File: src/rtl/mul_hilo_ctrl_pkg.sv
// +----------------------------------------------------------------------+
// | mul_hilo_ctrl_pkg                                                    |
// | Function codes, multiplier Signal codes and FSM encoding shared by   |
// | the HI/LO multiply controller.                                       |
// | Revision: 1.0                                                        |
// +----------------------------------------------------------------------+
`default_nettype none

package mul_hilo_ctrl_pkg;

  localparam int c_DATA_W = 32;

  localparam logic [5:0] c_MULTU = 6'd25;
  localparam logic [5:0] c_MFHI  = 6'd16;
  localparam logic [5:0] c_MTHI  = 6'd17;
  localparam logic [5:0] c_MFLO  = 6'd18;
  localparam logic [5:0] c_MTLO  = 6'd19;

  localparam logic [5:0] c_SIG_MULTU = 6'b011001;
  localparam logic [5:0] c_SIG_OUT   = 6'b111111;
  localparam logic [5:0] c_SIG_IDLE  = 6'b000000;

  typedef enum logic [2:0] {
    ST_IDLE = 3'd0,
    ST_LOAD = 3'd1,
    ST_ITER = 3'd2,
    ST_OUT  = 3'd3,
    ST_CAPT = 3'd4
  } state_e;

  function automatic logic is_hilo_op(input logic [5:0] funct);
    return (funct == c_MULTU) || (funct == c_MFHI) || (funct == c_MTHI) ||
           (funct == c_MFLO)  || (funct == c_MTLO);
  endfunction

endpackage

`default_nettype wire

File: src/rtl/mul_hilo_ctrl_hilo_regs.sv
// +----------------------------------------------------------------------+
// | hilo_regs                                                            |
// | HI/LO storage: product-capture port, MTHI/MTLO port, read mux.       |
// | Revision: 1.0                                                        |
// +----------------------------------------------------------------------+
`default_nettype none

module hilo_regs
  import mul_hilo_ctrl_pkg::*;
(
  input  logic                  Clk,
  input  logic                  Reset,
  input  logic                  i_cap_en,
  input  logic [2*c_DATA_W-1:0] i_cap_data,
  input  logic                  i_wr_hi,
  input  logic                  i_wr_lo,
  input  logic [c_DATA_W-1:0]   i_wr_data,
  input  logic                  i_rd_hi,
  input  logic                  i_rd_lo,
  output logic [c_DATA_W-1:0]   o_rd_data
);

  logic [c_DATA_W-1:0] r_hi;
  logic [c_DATA_W-1:0] r_lo;

  // Product capture overrides any simultaneous move-to write.
  always_ff @(posedge Clk) begin
    if (Reset) begin
      r_hi <= '0;
      r_lo <= '0;
    end else if (i_cap_en) begin
      r_hi <= i_cap_data[2*c_DATA_W-1:c_DATA_W];
      r_lo <= i_cap_data[c_DATA_W-1:0];
    end else begin
      if (i_wr_hi) r_hi <= i_wr_data;
      if (i_wr_lo) r_lo <= i_wr_data;
    end
  end

  always_comb begin
    o_rd_data = '0;
    if (i_rd_hi)      o_rd_data = r_hi;
    else if (i_rd_lo) o_rd_data = r_lo;
  end

endmodule

`default_nettype wire

File: src/rtl/mul_hilo_ctrl.sv
// +----------------------------------------------------------------------+
// | mul_hilo_ctrl                                                        |
// | Sequences an external shift-add multiplier and owns HI/LO access.    |
// | Revision: 1.0                                                        |
// +----------------------------------------------------------------------+
`default_nettype none

module mul_hilo_ctrl
  import mul_hilo_ctrl_pkg::*;
#(
  parameter int ITER_CYCLES = 32,
  parameter int FUNCT_W     = 6
) (
  input  logic                  Clk,
  input  logic                  Reset,
  input  logic                  OpValid,
  input  logic [FUNCT_W-1:0]    OpFunct,
  input  logic [c_DATA_W-1:0]   OpA,
  input  logic [c_DATA_W-1:0]   OpB,
  output logic                  Stall,
  output logic [c_DATA_W-1:0]   RdData,
  output logic                  Busy,
  output logic [FUNCT_W-1:0]    MulSignal,
  output logic [c_DATA_W-1:0]   MulDataA,
  output logic [c_DATA_W-1:0]   MulDataB,
  output logic                  MulReset,
  input  logic [2*c_DATA_W-1:0] MulDataOut
);

  localparam int c_CNT_W = (ITER_CYCLES > 1) ? $clog2(ITER_CYCLES) : 1;
  localparam logic [c_CNT_W-1:0] c_LAST = c_CNT_W'(ITER_CYCLES - 1);

  state_e               r_state;
  state_e               w_next_state;
  logic [c_CNT_W-1:0]   r_cnt;
  logic [c_DATA_W-1:0]  r_data_a;
  logic [c_DATA_W-1:0]  r_data_b;
  logic [FUNCT_W-1:0]   w_sig;

  logic w_idle;
  logic w_known;
  logic w_accept;
  logic w_mul_go;
  logic w_rd_hi;
  logic w_rd_lo;
  logic w_wr_hi;
  logic w_wr_lo;
  logic w_capture;

  assign w_idle    = (r_state == ST_IDLE);
  assign w_known   = OpValid & is_hilo_op(6'(OpFunct));
  assign w_accept  = w_known & w_idle;
  assign w_mul_go  = w_accept & (OpFunct == FUNCT_W'(c_MULTU));
  assign w_rd_hi   = w_accept & (OpFunct == FUNCT_W'(c_MFHI));
  assign w_rd_lo   = w_accept & (OpFunct == FUNCT_W'(c_MFLO));
  assign w_wr_hi   = w_accept & (OpFunct == FUNCT_W'(c_MTHI));
  assign w_wr_lo   = w_accept & (OpFunct == FUNCT_W'(c_MTLO));
  assign w_capture = (r_state == ST_CAPT);

  assign Stall     = w_known & ~w_idle;
  assign Busy      = ~w_idle;
  assign MulSignal = w_sig;
  assign MulDataA  = r_data_a;
  assign MulDataB  = r_data_b;
  assign MulReset  = Reset;

  always_ff @(posedge Clk) begin
    if (Reset) begin
      r_state  <= ST_IDLE;
      r_cnt    <= '0;
      r_data_a <= '0;
      r_data_b <= '0;
    end else begin
      r_state <= w_next_state;
      if (r_state == ST_LOAD)      r_cnt <= '0;
      else if (r_state == ST_ITER) r_cnt <= r_cnt + 1'b1;
      // Operands stay on the multiplier inputs until the next accepted multiply.
      if (w_mul_go) begin
        r_data_a <= OpA;
        r_data_b <= OpB;
      end
    end
  end

  always_comb begin
    w_next_state = r_state;
    w_sig        = FUNCT_W'(c_SIG_IDLE);
    case (r_state)
      ST_IDLE: begin
        if (w_mul_go) w_next_state = ST_LOAD;
      end
      ST_LOAD: begin
        w_sig        = FUNCT_W'(c_SIG_MULTU);
        w_next_state = ST_ITER;
      end
      ST_ITER: begin
        w_sig = FUNCT_W'(c_SIG_MULTU);
        if (r_cnt == c_LAST) w_next_state = ST_OUT;
      end
      ST_OUT: begin
        w_sig        = FUNCT_W'(c_SIG_OUT);
        w_next_state = ST_CAPT;
      end
      ST_CAPT: begin
        // Product was registered onto DataOut at the end of OUT.
        w_sig        = FUNCT_W'(c_SIG_OUT);
        w_next_state = ST_IDLE;
      end
      default: w_next_state = ST_IDLE;
    endcase
  end

  hilo_regs u_hilo_regs (
    .Clk        (Clk),
    .Reset      (Reset),
    .i_cap_en   (w_capture),
    .i_cap_data (MulDataOut),
    .i_wr_hi    (w_wr_hi),
    .i_wr_lo    (w_wr_lo),
    .i_wr_data  (OpA),
    .i_rd_hi    (w_rd_hi),
    .i_rd_lo    (w_rd_lo),
    .o_rd_data  (RdData)
  );

endmodule

`default_nettype wire

File: config.mk
export PLATFORM = sky130hd
export DESIGN_NAME = mul_hilo_ctrl
export DESIGN_NICKNAME = d
export VERILOG_FILES = /design/src/rtl/mul_hilo_ctrl_pkg.sv /design/src/rtl/mul_hilo_ctrl_hilo_regs.sv /design/src/rtl/mul_hilo_ctrl.sv
export SDC_FILE = /design/constraint.sdc
export NUM_CORES = 1
export LEC_CHECK = 0
export ABC_CLOCK_PERIOD_IN_PS = 4900
export CORE_UTILIZATION = 35
export DETAILED_ROUTE_END_ITERATION = 10
export GPL_TIMING_DRIVEN = 0
export PLACE_DENSITY_LB_ADDON = 0.3
export SLEW_MARGIN = 20
export SYNTH_ARGS = -nofsm -noshare
export SYNTH_HDL_FRONTEND = slang
export SYNTH_SLANG_ARGS = --single-unit
export TNS_END_PERCENT = 5
File: constraint.sdc
create_clock -name Clk -period 4.9 [get_ports Clk]
set_clock_uncertainty 0.1 [all_clocks]
set_input_delay 0.735 -clock Clk [delete_from_list [all_inputs] [get_ports Clk]]
set_output_delay 0.735 -clock Clk [all_outputs]
set_load 0.01 [all_outputs]
=== Word level (Yosys, flattened, before mapping) ===
Cells that the tools add are included.

* Reductions and logical operators: 11
* $add $sub $neg: 1
* Muxes and demuxes: 10
* Bitwise gates (word level): 9
* Eq/ne operators: 12

{| class="wikitable"
|+ Operators with widths
! kind !! count
|-
| two-way mux 32 bit || 6
|-
| equality test 6 x 5 -> 1 bit (second input constant) || 5
|-
| case mux 3 bit (4 select lines) || 1
|-
| case mux 6 bit (2 select lines) || 1
|-
| bitwise AND 1 bit || 8
|-
| equality test 3 x 2 -> 1 bit (second input constant) || 2
|-
| two-way mux 3 bit || 2
|-
| OR reduction 2 bit || 3
|-
| adder 5 x 1 -> 5 bit (second input constant) || 1
|-
| equality test 5 bit (second input constant) || 1
|-
| logical OR 1 bit || 4
|-
| inequality test 2 x 1 -> 1 bit (second input constant) || 2
|-
| nonzero test 2 bit || 2
|-
| equality test 3 x 1 -> 1 bit (second input constant) || 1
|-
| equality test 3 bit (second input constant) || 1
|-
| zero test 3 bit || 1
|-
| AND reduction 2 bit || 1
|-
| inverter 1 bit || 1
|}

* Output and inout port bits: 105
* Input bits: 137
* Logic and storage cells: 49
* Flip-flop bits (word level): 136

=== Depth between registers and ports, before layout ===
Gate-level depths: netlist of run 1.

* Depth after elaboration: 10
* Depth in mapped cells: 7
* Gate-level depth less buffers: 7

=== Hierarchy ===
A second synthesis of run 1 with hierarchy kept.

* Cells, all modules: 739
* Area, all modules: 7123.1 um^2

{| class="wikitable"
|+ By module, submodules not included
! module !! sequential area each (um^2) !! area an instance (um^2) !! instances !! cells each
|-
| hilo_regs || 1281.2 || 3644.7 || 1 || 391
|-
| mul_hilo_ctrl || 1441.4 || 3478.3 || 1 || 348
|}

=== Least setup slack after synthesis of run 1 ===
No wires, ideal clock.

* Path type: input to output
* From: in OpFunct[1]
* To: out RdData[0]
* Stages: 4
* Data required time: 4065 ps
* Buffers on the path: 2
* Arrival: 1768 ps
* Path slack: 2297 ps
* Cell sequence: clkbuf_1 -> clkbuf_1 -> mux2i_1 -> nor2_1

* Longest elaborated chain between the ends: 10
* Elaborated cells between the ends (all ways): 15
* Those cells by class: eq/ne: 5; mux: 2; bitwise: 4; reduce/logical: 4

{| class="wikitable"
|+ RTL lines
! what !! RTL line !! RTL
|-
| start: declaration || mul_hilo_ctrl.sv:17 || <nowiki>input logic [FUNCT_W-1:0] OpFunct,</nowiki>
|-
| equality test 6 x 5 -> 1 bit (on tied branches) || mul_hilo_ctrl_pkg.sv:32, mul_hilo_ctrl.sv:54 ||
|-
| logical OR 1 bit (3 in series) || mul_hilo_ctrl_pkg.sv:32 || <nowiki>return (funct == c_MULTU) || (funct == c_MFHI) || (funct == c_MTHI) ||</nowiki>
|-
| logical OR 1 bit || mul_hilo_ctrl_pkg.sv:33 || <nowiki>(funct == c_MFLO) || (funct == c_MTLO);</nowiki>
|-
| bitwise AND 1 bit || mul_hilo_ctrl.sv:51 || <nowiki>assign w_known = OpValid & is_hilo_op(6'(OpFunct));</nowiki>
|-
| bitwise AND 1 bit || mul_hilo_ctrl.sv:52 || <nowiki>assign w_accept = w_known & w_idle;</nowiki>
|-
| bitwise AND 1 bit || mul_hilo_ctrl.sv:55 || <nowiki>assign w_rd_lo = w_accept & (OpFunct == FUNCT_W'(c_MFLO));</nowiki>
|-
| two-way mux 32 bit || mul_hilo_ctrl_hilo_regs.sv:43 || <nowiki>else if (i_rd_lo) o_rd_data = r_lo;</nowiki>
|-
| two-way mux 32 bit * || mul_hilo_ctrl_hilo_regs.sv:42 || <nowiki>if (i_rd_hi) o_rd_data = r_hi;</nowiki>
|-
| end: declaration || mul_hilo_ctrl.sv:21 || <nowiki>output logic [c_DATA_W-1:0] RdData,</nowiki>
|}

Mark *: on every way between the ends. The rest lies on a longest branch, timed or not.

=== Final worst setup path of run 1 ===
* From: in OpFunct[5]
* To: out RdData[30]

Same word-level chain as after synthesis.

==> results of run 1 <==
final timing paths:
path | from | to | slack [ns] | cells after the start
max | OpFunct[5] | RdData[30] | 0.91 | 7
min | MulDataB[22]$_SDFFE_PP0P_ | MulDataB[22]$_SDFFE_PP0P_ | 0.35 | 2
max reg2reg | r_state[0]$_SDFFE_PP0P_ | MulDataB[17]$_SDFFE_PP0P_ | 2.42 | 6
min reg2reg | MulDataB[22]$_SDFFE_PP0P_ | MulDataB[22]$_SDFFE_PP0P_ | 0.35 | 2
state kept, by name, indices dropped and copies added (netlist names):
name              flops
MulDataA             32
MulDataB             32
u_hilo_regs.r_hi     32
u_hilo_regs.r_lo     32
r_cnt                 5
r_state               3
layout make-up:
cell class	instances	area (µm²)	area share, %
Inverter	33	123.9	1.367
Tap cell	216	270.3	2.983
Timing Repair Buffer	239	2392	26.41
Multi-Input combinational cell	440	2671	29.48
Sequential cell	136	2723	30.05
Clock inverter	12	176.4	1.947
Clock buffer	19	442.9	4.889
Buffer	59	260.3	2.873
critical path: stages:
cell and delay [ns]:
clkdlybuf4s50_1 0.41, nand4bb_1 0.28, nor3_1 0.34, nand2b_1 0.21, clkbuf_1 0.35, nor2_1 0.22
clkdlybuf4s50_1 0.60
layout by cell type, fill, tap and decap left out, types with 3 or more instances in the layout:
cell type,instances
a21oi_1,104
a221o_1,32
and2_1,33
buf_2,7
buf_4,8
bufinv_16,4
clkbuf_1,44
clkbuf_16,17
clkdlybuf4s50_1,239
clkinv_2,3
clkinv_4,3
dfxtp_1,136
inv_1,32
mux2i_1,33
nand2_1,130
nand2b_1,5
nor2_1,38
nor2b_1,4
nor3_1,3
o221a_1,5
o221a_2,27
metal layers:
layer	wire length, µm	up-vias
met1	8625	2705
met3	1471	12
met4	219	0
met2	8998	204
li1	-	2830
met5	0	-
kinds of logic (layout without fill, tap and decap cells):
group                      count (synthesis)  in the layout  synth area share (%)
adders and majority gates                  2              2                0.4330
muxes                                     33             33                 5.717
AOI/OAI and AO/OA                        176            176                 21.78
DFF                                      136            136                 47.12
buffers and inverters                     92            362                 6.648
xor gates and xnor gates                   1              1                0.1516
and+or+nand+nor                          228            228                 18.15
power groups by stage:
stage / clock network [mW] / registers [mW] / logic, mW
final: 1.35 / 1.11 / 0.198
after global routing: 1.42 / 1.11 / 0.211
after CTS: 1.37 / 1.11 / 0.198
after detailed placement: 0 / 1.14 / 0.197
after global placement: 0 / 1.14 / 0.198
after floorplan: 0 / 1.14 / 0.0521
==> summary.txt, run 1 <==
Outcome
  – Status: finished, final reports clean

Critical path
  – Crit path kind: in -> out
  – CP Capture Type: output pin
  – Type of origin of the critical path: primary input
  – CP Data Arrival Time: 3.15 ns
  – Crit Path Max Fanout: 10
  – Critical Path RT: 4.07 ns

Pwr
  – Pint: 2.093 mW
  – Switching share of power: 21.37%
  – Switching pwr: 0.5691 mW
  – Power Density: 293.9 nW/µm²
  – Combinational share of power: 7.5%
  – Max VDD drop: 270.4 µV
  – Leak pwr: 3.384 nW
  – Design Power: 2.662 mW
  – Clk pwr share: 50.7%
  – Reg power frac: 41.8%

Synthesis
  – Synthesized area: 5778 µm²
  – Netlist cell types: 39
  – #FFs+latches synth: 136
  – Synth cell count leaders: 136 x dfxtp_1, 130 x nand2_1, 104 x a21oi_1
  – Main synth FF type: dfxtp_1
  – Sequential share of the synthesized area: 47.12%
  – Post-synth EDFFs: 0
  – Ranking of synthesized cells by area: dfxtp_1 47%, a21oi_1 9.0%, nand2_1 8.4%
  – Post-Syn Area per Cell: 8.650 µm²
  – Synthesis Warnings: 0
  – Cells after Synth: 668
  – Mapped Nets: 807
  – Largest area contributor in the netlist: dfxtp_1
  – Top-area cell type share of the netlist area: 47.12%
  – Post-synth ARST share: 0%
  – Top-count cell post-synth: dfxtp_1

Global routing
  – GRT overflow: 0
  – Met1 usage: 29.11%
  – Antenna violations before repair: 0
  – Met2 global-route usage: 36.63%
  – First-pass GRT wire length: 29170 µm
  – GRT Total Usage: 22.64%
  – Global route hottest layer: met2
  – Largest net degree at the start of global routing: 17
  – Met3 usage: 6.922%
  – Vias in the first global route: 5536

Drt
  – Routed Wire Length: 19310 µm
  – Wire per inst: 16.74 µm
  – Drt pass-1 iters: 5
  – Via count: 5751
  – DR iter-0 viols: 356
  – DRC: 0
  – Post-route ant nets: 0
  – Avg Vias per Cell: 4.984

STA
  – Worst-Margin Slew: 0.9207 ns
  – Worst rel slew slack: 38.62%
  – Hold Vio Cnt, Final: 0
  – Fin. max-slew vios: 0
  – Setup TNS: 0 ns
  – Setup violators final: 0
  – Period utilization: 81.38%
  – Maximum clock rate: 250.8 MHz
  – Min Tclk post-route: 3.988 ns
  – RSZ-0062 raised after global routing: false
  – Fin Hold WS: 0.3475 ns
  – Setup ws final: 0.9124 ns

Clock tree
  – Reg clk slew, reported paths: 0.06 ns
  – CTS Hold Bufs: 0
  – CTS Root Cell: clkbuf_16
  – Max Root-Sink Buffers: 2
  – # clock sinks: 136
  – Clock tree from TritonCTS: built
  – CTS buffer count: 17
  – H-tree level count: 4
  – Clk_lat worst skew: 0.41 ns
  – Setup repair bufs after CTS: 0
  – CTS resizes: 0

Placement
  – Routability cong.: 0.8326
  – Pre-CTS WS: 0.9134 ns
  – Input/output buffers: 239
  – Post-DP HPWL: 14020 µm
  – Inst Count DP: 1123
  – DP Area: 8441 µm²

Finish
  – Layout cell share with drive strength beyond 1: 8.316%
  – Final Util: 56.62%
  – Design area: 9060 µm²
  – Final net count: 1065
  – Synthesis-to-finish area growth: 56.80%
  – Antenna cells: 0
  – Fillers: 1540
  – Layout Cells excl Fill: 1154

Run
  – Max_cap viols: 0

Floorplan
  – IO Count: 242
  – Die area: 17030 µm²
  – Die H: 130.5 µm
  – Starting Density: 36.11%
  – Core area: 16000 µm²
  – Chip width: 130.5 µm
  – Row count: 46

Hold path
  – Hold Path Class: reg -> reg
Power figures use the tool's default switching activity.
==> run 2: changes to the inputs <==
- ABC_CLOCK_PERIOD_IN_PS: 4900 -> 4100
- clock period: 4.9 -> 4.1 ns (I/O delays scaled with it)
==> results of run 2 <==
Same layout as run 1 (identical final DEF). Status: finished, final reports clean.
Main changes from that run: setup slack after placement 0.9134 ns -> 0.3534 ns; setup slack after layout 0.9124 ns -> 0.3524 ns; register-to-register setup slack 2.42 ns -> 1.62 ns; total power 2.662 mW -> 3.182 mW; worst IR drop on VDD 270.4 µV -> 323.1 µV
